$ cat config.mk
export PLATFORM = sky130hd
export DESIGN_NAME = fetch_stage
export DESIGN_NICKNAME = d
export VERILOG_FILES = /design/src/rtl/fetch_stage.sv
export SDC_FILE = /design/constraint.sdc
export NUM_CORES = 1
export LEC_CHECK = 0
export CORE_UTILIZATION = 48
export DETAILED_ROUTE_END_ITERATION = 12
export PLACE_DENSITY = 0.85
export REMOVE_ABC_BUFFERS = 1
export SLEW_MARGIN = 25
export SYNTH_ARGS = -nofsm -noshare
export SYNTH_HDL_FRONTEND = slang
export SYNTH_SLANG_ARGS = --single-unit
$ cat constraint.sdc
create_clock -name clk -period 9.18 [get_ports clk]
set_clock_uncertainty 0.1 [all_clocks]
set_input_delay 1.377 -clock clk [delete_from_list [all_inputs] [get_ports clk]]
set_output_delay 1.377 -clock clk [all_outputs]
set_load 0.005 [all_outputs]
$ cat src/rtl/fetch_stage.sv
// fetch_stage: owns the PC, drives the synchronous instruction memory and
// holds the IF/ID register, with source-register and load/SAC pre-decode.
//
// Parameters:
//   PC_WIDTH  - PC and branch-target width (byte address)
//   RESET_PC  - PC value loaded on reset
//   LOAD_OP   - opcode flagged as a memory read
//   SAC_OP    - second opcode flagged as a memory read
//   HALT_OP   - opcode that stops fetch
//
// Ports:
//   clk, rst       - clock; asynchronous active-high reset
//   stall_pc       - hazard-unit PC stall
//   stall_mem      - hazard-unit full-pipeline stall
//   hazard         - load-use hazard, freezes IF/ID
//   flush          - taken branch/jump in EX
//   branch_target  - redirect PC, valid with flush
//   imem_addr      - instruction-memory read address (combinational)
//   imem_rdata     - instruction returned one cycle after imem_addr
//   pc_if_id       - PC of the IF/ID instruction
//   instr_if_id    - IF/ID instruction, zero when invalid
//   valid_if_id    - IF/ID holds a real instruction
//   src_reg1_if_id - rs1 field of instr_if_id
//   src_reg2_if_id - rs2 field of instr_if_id
//   memread_if_id  - valid load or SAC in IF/ID
//
// Optional feature (macro FETCH_PERF_EN):
//   perf_fetched - wrapping count of valid IF/ID loads
//   perf_stall   - wrapping count of RUN cycles with a hold

module fetch_stage #(
  parameter int                  PC_WIDTH = 32,
  parameter logic [PC_WIDTH-1:0] RESET_PC = '0,
  parameter logic [4:0]          LOAD_OP  = 5'h02,
  parameter logic [4:0]          SAC_OP   = 5'h03,
  parameter logic [4:0]          HALT_OP  = 5'h1F
) (
  input  logic                clk,
  input  logic                rst,
  input  logic                stall_pc,
  input  logic                stall_mem,
  input  logic                hazard,
  input  logic                flush,
  input  logic [PC_WIDTH-1:0] branch_target,
  output logic [PC_WIDTH-1:0] imem_addr,
  input  logic [31:0]         imem_rdata,
  output logic [PC_WIDTH-1:0] pc_if_id,
  output logic [31:0]         instr_if_id,
  output logic                valid_if_id,
  output logic [4:0]          src_reg1_if_id,
  output logic [4:0]          src_reg2_if_id,
  output logic                memread_if_id
`ifdef FETCH_PERF_EN
  ,
  output logic [31:0]         perf_fetched,
  output logic [31:0]         perf_stall
`endif
);

  typedef enum logic [1:0] {
    BOOT = 2'd0,
    RUN  = 2'd1,
    HALT = 2'd2
  } state_t;

  state_t state_q, state_d;

  logic [PC_WIDTH-1:0] pc_q, pc_d;
  logic [PC_WIDTH-1:0] pc_id_q, pc_id_d;
  logic [31:0]         instr_q, instr_d;
  logic                valid_q, valid_d;

  logic       hold;
  logic       load_en;
  logic [4:0] rdata_op;
  logic [4:0] id_op;

  assign hold     = stall_pc | stall_mem | hazard;
  assign rdata_op = imem_rdata[31:27];
  assign id_op    = instr_q[31:27];

  // A real instruction enters IF/ID only in RUN with no flush or hold.
  assign load_en  = (state_q == RUN) & ~hold & ~flush;

  // PC select; flush outranks every hold so the target is never frozen.
  always_comb begin
    pc_d = pc_q;
    if (flush) begin
      pc_d = branch_target;
    end else if (hold || state_q != RUN) begin
      pc_d = pc_q;
    end else begin
      pc_d = pc_q + PC_WIDTH'(4);
    end
  end

  // IF/ID next state.
  always_comb begin
    pc_id_d = pc_id_q;
    instr_d = instr_q;
    valid_d = valid_q;
    if (flush) begin
      instr_d = '0;
      valid_d = 1'b0;
    end else if (hold) begin
      pc_id_d = pc_id_q;
    end else if (state_q == RUN) begin
      pc_id_d = pc_q;
      instr_d = imem_rdata;
      valid_d = 1'b1;
    end else begin
      instr_d = '0;
      valid_d = 1'b0;
    end
  end

  // Fetch control FSM.
  always_comb begin
    state_d = state_q;
    unique case (state_q)
      BOOT: begin
        // First cycle after reset: memory data is not yet valid.
        if (!hold) state_d = RUN;
      end
      RUN: begin
        // The halt word itself still enters IF/ID and goes downstream.
        if (load_en && rdata_op == HALT_OP) state_d = HALT;
      end
      HALT: begin
        state_d = HALT;
      end
      default: begin
        state_d = BOOT;
      end
    endcase
    if (flush) state_d = RUN;
  end

  always_ff @(posedge clk or posedge rst) begin
    if (rst) begin
      state_q <= BOOT;
      pc_q    <= RESET_PC;
      pc_id_q <= RESET_PC;
      instr_q <= '0;
      valid_q <= 1'b0;
    end else begin
      state_q <= state_d;
      pc_q    <= pc_d;
      pc_id_q <= pc_id_d;
      instr_q <= instr_d;
      valid_q <= valid_d;
    end
  end

  // Reset gates the address so memory sees RESET_PC even if flush is high.
  assign imem_addr      = rst ? RESET_PC : pc_d;

  assign pc_if_id       = pc_id_q;
  assign instr_if_id    = instr_q;
  assign valid_if_id    = valid_q;
  assign src_reg1_if_id = instr_q[21:17];
  assign src_reg2_if_id = instr_q[16:12];
  assign memread_if_id  = valid_q &
                          ((id_op == LOAD_OP) | (id_op == SAC_OP));

`ifdef FETCH_PERF_EN
  logic [31:0] perf_fetched_q, perf_fetched_d;
  logic [31:0] perf_stall_q, perf_stall_d;

  always_comb begin
    perf_fetched_d = perf_fetched_q;
    perf_stall_d   = perf_stall_q;
    if (load_en) perf_fetched_d = perf_fetched_q + 32'd1;
    if (hold && state_q == RUN) perf_stall_d = perf_stall_q + 32'd1;
  end

  always_ff @(posedge clk or posedge rst) begin
    if (rst) begin
      perf_fetched_q <= '0;
      perf_stall_q   <= '0;
    end else begin
      perf_fetched_q <= perf_fetched_d;
      perf_stall_q   <= perf_stall_d;
    end
  end

  assign perf_fetched = perf_fetched_q;
  assign perf_stall   = perf_stall_q;
`endif

endmodule

==> results of run 1 <==
-- sequential cells by signal, summed over array words and instances, names as in the netlist --
signal / count
valid_if_id: 1
pc_if_id: 32
instr_if_id: 32
state_q: 2
pc_q: 32
-- worst paths after layout --
kind                       startpoint            end  slack [ns]  cells after the start
setup reg to reg           state_q[1]       pc_q[26]        6.27                      6
hold reg to reg               pc_q[1]    pc_if_id[1]        0.42                      1
min in group asynchronous         rst        pc_q[8]        1.55                      3
setup / recovery            stall_mem  imem_addr[16]        3.14                      6
hold / removal                pc_q[1]    pc_if_id[1]        0.42                      1
max in group asynchronous         rst       pc_q[15]        6.25                      4
-- cell usage after synthesis (all sizes together), types with 5 or more instances --
cell type,n
dfrtp,99
nor2,33
nor4,11
a21oi,11
mux2,34
a31oi,15
or3,9
clkbuf,27
nand3,20
inv,9
buf,13
a311oi,12
o21ai,6
nand4,14
a211oi,10
or4,10
o31ai,11
nand2,16
nor3,11
a22o,32
xnor2,8
and2,5
-- worst max-delay path, stage by stage --
cell,delay (ns)
sky130_fd_sc_hd__clkdlybuf4s50_1,0.44
sky130_fd_sc_hd__or4b_4,0.68
sky130_fd_sc_hd__or4_4,0.69
sky130_fd_sc_hd__or4_1,0.55
sky130_fd_sc_hd__a311oi_1,0.28
sky130_fd_sc_hd__clkdlybuf4s50_1,0.54
-- power by group through the flow --
stage          sequential, W  combinational (W)  clock [W]
2_1_floorplan       0.000602           0.000164          0
3_3_place_gp        0.000603           0.000424          0
3_5_place_dp        0.000606           0.000437          0
4_1_cts             0.000599           0.000440   0.000275
5_1_grt             0.000612           0.000472   0.000294
6_report            0.000599           0.000436   0.000267
-- cells by family after synthesis --
group	count (synthesis)	share of synthesized area [%]
AO/OA/AOI/OAI	111	17.3
adder cells (fa/ha/maj)	3	0.772
buffers and inverters	49	4.71
AND/OR/NAND/NOR	143	16.1
flip-flops	99	50.9
XOR/XNOR	11	1.98
multiplexers	36	8.28
-- per-stage QoR --
stage	area (µm²)	worst slack, ns	power (W)	hold slack, ns
global route	6860	3.02	0.00138	0.429
detailed placement	6670	3.15	0.00104	0.390
finish	6860	3.14	0.00130	0.416
CTS	6860	3.15	0.00131	0.418
floorplan	4670	3.70	0.000766	0.376
global placement	6670	3.16	0.00103	0.381
-- layer usage --
layer / vias up / GRT usage (%)
li1: 2045 / -
met1: 2157 / 34.2
met2: 181 / 43.8
met3: 23 / 7.25
met4: 0 / 10.4
met5: - / 0
-- final cells by class --
type | count | area (µm²)
multi-input cells | 304 | 2170
inverters | 9 | 36.3
repair buffers | 184 | 1820
flip-flops and latches | 99 | 2480
clock inverters | 6 | 47.5
well taps | 133 | 166
clock buffers | 10 | 138
fillers | 777 | 2960
==> out/results.md, run 1 <==
| Result | Value | Unit |
|---|---|---|
| Warning count from the yosys run | 0 | - |
| Hold-fix buffers, CTS | 0 | - |
| Most area-hungry cell type in the Yosys netlist | sky130_fd_sc_hd__dfrtp_1 | - |
| Drt initial violations | 277 | - |
| Largest cells by area after synthesis | sky130_fd_sc_hd__dfrtp_1, sky130_fd_sc_hd__mux2_2, sky130_fd_sc_hd__a22o_1 | - |
| Max-slew violation count | 0 | - |
| Critical path fanouts, max | 14 | - |
| Final Critical Period | 6.04 | ns |
| HP Class | reg2reg | - |
| Routed wire per std cell | 18.5 | µm |
| Fraction of synthesis flops using an asynchronous set or reset pin | 100 | % |
| Remaining antenna violation count after routing | 0 | - |
| Wire length on met2 | 6.98 | mm |
| Sequential cell area fraction in the yosys report | 50.9 | % |
| Unrepaired setup endpoints after global routing | no | - |
| Main flop type after synthesis | sky130_fd_sc_hd__dfrtp_1 | - |
| Kind of end point of the critical path | output pin | - |
| Final cell utilization of the core | 69.8 | % |
| Clock slew seen by the registers of the worst setup and hold paths | 0.09 | ns |
| Proportion of total power due to net switching | 29.3 | % |
| Data required time of the critical path | 7.70 | ns |
| Synthesis-to-layout area growth | 41.0 | % |
| Worst-skew pair later-pin latency | 0.38 | ns |
| Setup total negative slack | 0 | ns |
| Count of final setup violators | 0 | - |
| CTS Buf Count | 9 | - |
| Fraction of power consumed by sequential logic | 46.0 | % |
| Initial core utilization | 49.5 | % |
| Maximum number of pins on one net before global-route repair | 72 | - |
| Clock Power Share | 20.5 | % |
| Initial antenna violation count | 0 | - |
| Post-placement cell count | 729 | - |
| Result of the run | completed | - |
| Internal power | 0.000919 | W |
| Antenna Diode Count | 0 | - |
| Number of enable-type register cells in the synthesized netlist | 0 | - |
| Die extent in y | 103 | µm |
| DRC violations left | 0 | - |
| Tcrit/Tclk final | 65.8 | % |
| Final weighted congestion in routability-driven placement | 0.897 | - |
| Fraction of synthesized cell area taken by the top area cell type | 50.9 | % |
| Sw Pwr | 0.000382 | W |
| Post-synthesis cell area | 0.00486 | mm² |
| Number of clock sinks | 99 | - |
| Die width | 103 | µm |
| CP arrival | 4.56 | ns |
| Layout cell share with drive strength beyond 1 | 11.1 | % |
| Clock Root Buffer | sky130_fd_sc_hd__clkbuf_8 | - |
| Least-Margin Pin Slew | 0.796 | ns |
| Max_cap viols | 0 | - |
| Remaining Overflow, GRT | 0 | - |
| Via count of the first global-routing pass | 4164 | - |
| Power density normalized to cell area | 190 | mW/mm² |
| Clock tree buffer depth | 2 | - |
| Core ar. | 0.00982 | mm² |
| M1 wire length | 5.61 | mm |
| Portion of total power attributed to combinational logic | 33.5 | % |
| Met3 WL | 951 | µm |
| Max-slew headroom at the worst pin | 46.4 | % |
| CTS H-tree lvls | 3 | - |
| Post-CTS Resized | 0 | - |
| Number of I/O port buffers | 177 | - |
| Most used cells in the layout excluding fill and tap cells | sky130_fd_sc_hd__clkdlybuf4s50_1, sky130_fd_sc_hd__dfrtp_1, sky130_fd_sc_hd__mux2_2 | - |
| Static leakage | 2.67 | nW |
| Final cell count without fillers | 745 | - |
| Worst Path Class, Setup | in2out | - |
| Drt pass-1 iters | 5 | - |
| Boundary Pins | 178 | - |
| Via count of the routed design | 4406 | - |
| DRT Wirelength | 13.8 | mm |
| Vias/cell | 5.91 | - |
| Top routing layer in use | met4 | - |
| Wire length of the first global-routing pass | 21.4 | mm |
| Average size of a mapped cell | 10.8 | µm² |
| Distinct cells, synth | 45 | - |
| TritonCTS clock tree | built | - |
| Maximum achievable frequency | 166 | MHz |
| Detailed Place HPWL | 9.71 | mm |
| Buffers inserted by post-CTS timing repair | 0 | - |
| Die Outline Area | 0.0105 | mm² |
| Final #Nets | 680 | - |
| Most frequent standard cell in the layout excluding fill and tap cells | sky130_fd_sc_hd__clkdlybuf4s50_1 | - |
| Combined global-route utilization of all metal layers | 26.9 | % |
| Worst supply voltage drop on vdd | 0.129 | mV |
| Synthesized instance count | 452 | - |
| # rows | 36 | - |
| Number of hold violations in the final report | 0 | - |
| Post-synthesis sequential element count | 99 | - |
| Startpoint type of the worst setup path | primary input | - |
Note: power is estimated with default switching activity, not from simulation.
==> run 2, diff against run 1 <==
--- a/config.mk
+++ b/config.mk
@@ -5,9 +5,9 @@
 export SDC_FILE = /design/constraint.sdc
 export NUM_CORES = 1
 export LEC_CHECK = 0
-export CORE_UTILIZATION = 48
+export CORE_UTILIZATION = 45
 export DETAILED_ROUTE_END_ITERATION = 12
-export PLACE_DENSITY = 0.85
+export PLACE_DENSITY = 0.81
 export REMOVE_ABC_BUFFERS = 1
 export SLEW_MARGIN = 25
 export SYNTH_ARGS = -nofsm -noshare
==> constraint.sdc (replaced) <==
create_clock -name clk -period 6.05 [get_ports clk]
set_clock_uncertainty 0.1 [all_clocks]
set_input_delay 0.9075 -clock clk [delete_from_list [all_inputs] [get_ports clk]]
set_output_delay 0.9075 -clock clk [all_outputs]
set_load 0.005 [all_outputs]
==> out/results.md, run 2 (synthesis results as in run 1) <==
| Result | Value | Unit | vs previous |
|---|---|---|---|
| Worst slack after detailed placement | 0.948 | ns | -2.20 ns |
| DRC violations left | 0 | - | unchanged |
| Worst-skew pair later-pin latency | 0.38 | ns | about the same |
| Final weighted congestion in routability-driven placement | 0.912 | - | +1.6% |
| Number of clock sinks | 99 | - | unchanged |
| Power density normalized to cell area | 284 | mW/mm² | +50% |
| Die width | 106 | µm | +3.2% |
| Setup slack after layout | 0.942 | ns | -2.20 ns |
| Critical path fanouts, max | 14 | - | unchanged |
| Via count of the routed design | 4392 | - | -0.32% |
| Remaining Overflow, GRT | 0 | - | unchanged |
| Boundary Pins | 178 | - | unchanged |
| Final #Nets | 681 | - | +0.15% |
| Critical path's slowest cell | sky130_fd_sc_hd__or4_4 | - |  |
| Hold-fix buffers, CTS | 0 | - | unchanged |
| CP arrival | 4.10 | ns | -0.46 ns |
| Detailed Place HPWL | 10.0 | mm | +3.4% |
| HP Class | reg2reg | - |  |
| Initial core utilization | 46.7 | % | -2.8 points |
| Tcrit/Tclk final | 84.4 | % |  |
| CTS H-tree lvls | 3 | - | unchanged |
| Number of hold violations in the final report | 0 | - | unchanged |
| # rows | 37 | - | +2.8% |
| Clock tree buffer depth | 2 | - | unchanged |
| Most frequent standard cell in the layout excluding fill and tap cells | sky130_fd_sc_hd__clkdlybuf4s50_1 | - |  |
| Maximum achievable frequency | 196 | MHz |  |
| Count of final setup violators | 0 | - | unchanged |
| Wire length of the first global-routing pass | 21.9 | mm | +2.2% |
| Die extent in y | 106 | µm | +3.2% |
| Antenna Diode Count | 0 | - | unchanged |
| Clock slew seen by the registers of the worst setup and hold paths | 0.09 | ns | about the same |
| Startpoint type of the worst setup path | primary input | - |  |
| Max-slew violation count | 0 | - | unchanged |
| Kind of end point of the critical path | output pin | - |  |
| Layout cell share with drive strength beyond 1 | 10.9 | % | -0.18 points |
| Drt initial violations | 306 | - | +10% |
| Core ar. | 0.0104 | mm² | +6.1% |
| Static leakage | 2.66 | nW | -0.35% |
| Worst supply voltage drop on vdd | 0.193 | mV | +49% |
| Maximum number of pins on one net before global-route repair | 52 | - | -28% |
| Cell breakdown of the critical path | clkdlybuf4s50_1 > or4b_4 > or4_4 > or4_4 > a311oi_1 > clkdlybuf4s50_1 | - |  |
| Buffers inserted by post-CTS timing repair | 0 | - | unchanged |
| Combined global-route utilization of all metal layers | 25.1 | % | -1.8 points |
| Worst Path Class, Setup | in2out | - |  |
| Number of I/O port buffers | 177 | - | unchanged |
| TritonCTS clock tree | built | - |  |
| Remaining antenna violation count after routing | 0 | - | unchanged |
| Delay contributed by the slowest stage of the critical path | 0.69 | ns | about the same |
| Unrepaired setup endpoints after global routing | no | - |  |
| DRT Wirelength | 13.9 | mm | +0.79% |
| Clock Root Buffer | sky130_fd_sc_hd__clkbuf_8 | - |  |
| Routed wire per std cell | 18.6 | µm | +0.25% |
| Max_cap viols | 0 | - | unchanged |
| Setup total negative slack | 0 | ns | unchanged |
| Via count of the first global-routing pass | 4292 | - | +3.1% |
| Die Outline Area | 0.0112 | mm² | +6.5% |
| Initial antenna violation count | 0 | - | unchanged |
| Final Critical Period | 5.11 | ns |  |
| Data required time of the critical path | 5.04 | ns | -2.66 ns |
| Most used cells in the layout excluding fill and tap cells | sky130_fd_sc_hd__clkdlybuf4s50_1, sky130_fd_sc_hd__dfrtp_1, sky130_fd_sc_hd__mux2_2 | - |  |
| Worst slack on hold paths | 0.407 | ns | -0.00871 ns |
| Max-slew headroom at the worst pin | 33.9 | % | -13 points |
| Drt pass-1 iters | 5 | - | unchanged |
| Least-Margin Pin Slew | 0.989 | ns | +0.193 ns |
| Post-CTS Resized | 0 | - | unchanged |
| Vias/cell | 5.86 | - | -0.85% |
| CTS Buf Count | 9 | - | unchanged |
| Result of the run | completed | - |  |
| Synthesis-to-layout area growth | 40.7 | % |  |
[run 2: layout make-up]
cell class              count  area (µm²)
multi-input cells         304        2170
inverters                   9        36.3
clock inverters             5        30.0
fillers                   845        3570
well taps                 136         170
clock buffers              11         131
flip-flops and latches     99        2480
repair buffers            185        1830
[run 2: path summary, 6_finish.rpt]
kind	start	endpoint	slack, ns	depth (start not counted)
max	stall_mem	imem_addr[24]	0.94	6
max in group asynchronous	rst	instr_if_id[2]	3.86	3
min reg2reg	instr_if_id[24]	instr_if_id[24]	0.41	1
max reg2reg	state_q[1]	instr_if_id[19]	3.15	6
min in group asynchronous	rst	pc_if_id[12]	1.13	2
min	instr_if_id[24]	instr_if_id[24]	0.41	1
[run 2: through the flow]
stage               total power (W)  area [µm²]  utilization, %  cells
global placement            0.00156        6680            64.2    733
CTS                         0.00196        6850            65.7    749
global route                0.00205        6850            65.7    749
floorplan                   0.00116        4670               -    412
finish                      0.00194        6850            65.7    749
detailed placement          0.00159        6680            64.2    733
[run 2: metal layers]
metal  part of all wire [%]  track usage [%]  vias to the layer above
li1                       -                -                     2028
met1                     40             31.0                     2136
met2                     50             41.9                      190
met3                    6.9             6.13                       38
met4                    3.2             11.1                        0
met5                      0                0                        -
[run 2: power by group]
part / internal (W) / switching, W
Sequential: 0.000808 / 0.0000997
Combinational: 0.000424 / 0.000239
Clock: 0.000148 / 0.000225
Total: 0.00138 / 0.000563
[run 2: worst max-delay path, delay by kind of cell]
| family | cells | cell delay, ns |
|---|---|---|
| AOI/OAI and AO/OA | 1 | 0.28 |
| buffers and inverters | 2 | 0.98 |
| and+or+nand+nor | 3 | 1.92 |
==> run 3, diff against run 2 <==
--- a/config.mk
+++ b/config.mk
@@ -5,9 +5,9 @@
 export SDC_FILE = /design/constraint.sdc
 export NUM_CORES = 1
 export LEC_CHECK = 0
-export CORE_UTILIZATION = 45
+export CORE_UTILIZATION = 41
 export DETAILED_ROUTE_END_ITERATION = 12
-export PLACE_DENSITY = 0.81
+export PLACE_DENSITY = 0.78
 export REMOVE_ABC_BUFFERS = 1
 export SLEW_MARGIN = 25
 export SYNTH_ARGS = -nofsm -noshare
==> constraint.sdc (replaced) <==
create_clock -name clk -period 4.25 [get_ports clk]
set_clock_uncertainty 0.1 [all_clocks]
set_input_delay 0.6375 -clock clk [delete_from_list [all_inputs] [get_ports clk]]
set_output_delay 0.6375 -clock clk [all_outputs]
set_load 0.005 [all_outputs]
==> out/results.md, run 3 (synthesis results as in run 1) <==
| Result | Value | Unit | vs previous |
|---|---|---|---|
| Result of the run | completed | - |  |
| Layout cell share with drive strength beyond 1 | 14.2 | % | +3.3 points |
| Die Outline Area | 0.0123 | mm² | +9.6% |
| Startpoint type of the worst setup path | primary input | - |  |
| Clock slew seen by the registers of the worst setup and hold paths | 0.07 | ns | -0.02 ns |
| Combined global-route utilization of all metal layers | 23.5 | % | -1.6 points |
| Setup total negative slack | 0 | ns | unchanged |
| Detailed Place HPWL | 10.3 | mm | +2.2% |
| Worst slack after detailed placement | -0.199 | ns | -1.15 ns |
| DRT Wirelength | 14.1 | mm | +1.2% |
| Maximum number of pins on one net before global-route repair | 70 | - | +35% |
| Worst supply voltage drop on vdd | 0.312 | mV | +61% |
| Max-slew violation count | 0 | - | unchanged |
| Startpoint of the most critical setup path | stall_mem | - |  |
| Final cell count without fillers | 769 | - | +2.7% |
| Die width | 111 | µm | +4.7% |
| Via count of the routed design | 4502 | - | +2.5% |
| Synthesis-to-layout area growth | 46.6 | % |  |
| Most frequent standard cell in the layout excluding fill and tap cells | sky130_fd_sc_hd__clkdlybuf4s50_1 | - |  |
| Count of final setup violators | 0 | - | unchanged |
| Tcrit/Tclk final | 97.8 | % |  |
| Antenna Diode Count | 0 | - | unchanged |
| Remaining antenna violation count after routing | 0 | - | unchanged |
| Max-slew headroom at the worst pin | 42.3 | % | +8.5 points |
| CP arrival | 3.42 | ns | -0.68 ns |
| Final #Nets | 695 | - | +2.1% |
| Setup slack after layout | 0.0921 | ns | -0.850 ns |
| Unrepaired setup endpoints after global routing | no | - |  |
| Buffers inserted by post-CTS timing repair | 0 | - | unchanged |
| HP Class | reg2reg | - |  |
| Vias/cell | 5.85 | - | -0.16% |
| Startpoint of the most critical hold path | pc_q[0] | - |  |
| Initial core utilization | 42.4 | % | -4.3 points |
| Wire length of the first global-routing pass | 23.1 | mm | +5.5% |
| Critical path fanouts, max | 10 | - | -4 |
| Drt pass-1 iters | 4 | - | -1 |
| Number of clock sinks | 99 | - | unchanged |
| Initial antenna violation count | 0 | - | unchanged |
| Static leakage | 2.83 | nW | +6.3% |
| Crit Reg-Reg Startpoint | state_q[1] | - |  |
| CTS Buf Count | 9 | - | unchanged |
| DRC violations left | 0 | - | unchanged |
| Final weighted congestion in routability-driven placement | 0.834 | - | -8.6% |
| Via count of the first global-routing pass | 4543 | - | +5.8% |
| Final Critical Period | 4.16 | ns |  |
| Maximum achievable frequency | 241 | MHz |  |
| Clock tree buffer depth | 2 | - | unchanged |
| TritonCTS clock tree | built | - |  |
| Boundary Pins | 178 | - | unchanged |
| CTS H-tree lvls | 3 | - | unchanged |
| Core ar. | 0.0115 | mm² | +10% |
| Data required time of the critical path | 3.51 | ns | -1.53 ns |
| Number of hold violations in the final report | 0 | - | unchanged |
| Remaining Overflow, GRT | 0 | - | unchanged |
| # rows | 39 | - | +5.4% |
| Number of I/O port buffers | 177 | - | unchanged |
| Worst Path Class, Setup | in2out | - |  |
| Least-Margin Pin Slew | 0.865 | ns | -0.124 ns |
| Post-placement cell count | 754 | - | +2.9% |
| Die extent in y | 111 | µm | +4.7% |
| Worst slack on hold paths | 0.407 | ns | -0.000521 ns |
| Hold-fix buffers, CTS | 0 | - | unchanged |
| Most used cells in the layout excluding fill and tap cells | sky130_fd_sc_hd__clkdlybuf4s50_1, sky130_fd_sc_hd__dfrtp_1, sky130_fd_sc_hd__mux2_2 | - |  |
| Clock Root Buffer | sky130_fd_sc_hd__clkbuf_16 | - |  |
| Drt initial violations | 324 | - | +5.9% |
| Max_cap viols | 0 | - | unchanged |
| Worst-skew pair later-pin latency | 0.34 | ns | -0.04 ns |
| Routed wire per std cell | 18.3 | µm | -1.5% |
| Power density normalized to cell area | 424 | mW/mm² | +49% |
| Kind of end point of the critical path | output pin | - |  |
==> run 3: cell count changes in the layout (fill, tap and decap cells not counted), moves of 3 or more <==
| cell | change |
|---|---|
| sky130_fd_sc_hd__dlygate4sd2_1 | +7 |
| sky130_fd_sc_hd__clkbuf_16 | +9 |
| sky130_fd_sc_hd__a311oi_2 | +3 |
| sky130_fd_sc_hd__clkbuf_8 | -7 |
| sky130_fd_sc_hd__clkinv_2 | -3 |
| sky130_fd_sc_hd__buf_4 | +14 |
| sky130_fd_sc_hd__clkdlybuf4s50_1 | -8 |
| sky130_fd_sc_hd__a311oi_1 | -3 |
==> run 3: layout make-up <==
class | instances | area, µm²
Timing Repair Buffer | 199 | 1930
Inverter | 9 | 36.3
Sequential cell | 99 | 2480
Clock inverter | 3 | 23.8
Multi-Input combinational cell | 304 | 2230
Clock buffer | 12 | 256
Fill cell | 945 | 4340
Tap cell | 143 | 179
==> run 3: what timing repair did <==
item,in CTS,in global routing
gates resized for setup,11,7
endpoints found under the setup margin,12,6
pin swaps,1,1
==> run 3: per-stage QoR <==
step / total power (W) / cell area (µm²) / utilization [%]
3_3_place_gp: 0.00224 / 6800 / 59.3
6_report: 0.00302 / 7130 / 62.2
2_1_floorplan: 0.00165 / 4670 / -
4_1_cts: 0.00305 / 7090 / 61.9
5_1_grt: 0.00318 / 7130 / 62.2
3_5_place_dp: 0.00227 / 6800 / 59.3
==> run 3: worst paths after layout <==
path                       depth (start not counted)            end  slack, ns
hold reg to reg                                    1    pc_if_id[0]       0.41
min in group asynchronous                          2     state_q[0]       0.93
max in group asynchronous                          3       pc_q[14]       2.00
setup / recovery                                   6  imem_addr[20]       0.09
hold / removal                                     1    pc_if_id[0]       0.41
setup reg to reg                                   8   pc_if_id[18]       1.47
==> run 3: critical path: stages <==
cell                              delay [ns]
sky130_fd_sc_hd__clkdlybuf4s50_1        0.43
sky130_fd_sc_hd__or4b_4                 0.60
sky130_fd_sc_hd__or4_4                  0.52
sky130_fd_sc_hd__or3_1                  0.41
sky130_fd_sc_hd__a311oi_1               0.29
sky130_fd_sc_hd__clkdlybuf4s50_1        0.54
==> run 3: metal layers <==
layer / up-vias / part of all wire [%] / global-route usage, %
li1: 2067 / - / -
met1: 2235 / 43 / 30.5
met3: 28 / 5.1 / 4.87
met5: - / 0 / 0
met2: 172 / 49 / 38.4
met4: 0 / 2.7 / 9.78
==> run 3: power by group <==
group,internal [W],switching (W)
logic,0.000608,0.000342
registers,0.00115,0.000151
clock network,0.000427,0.000344
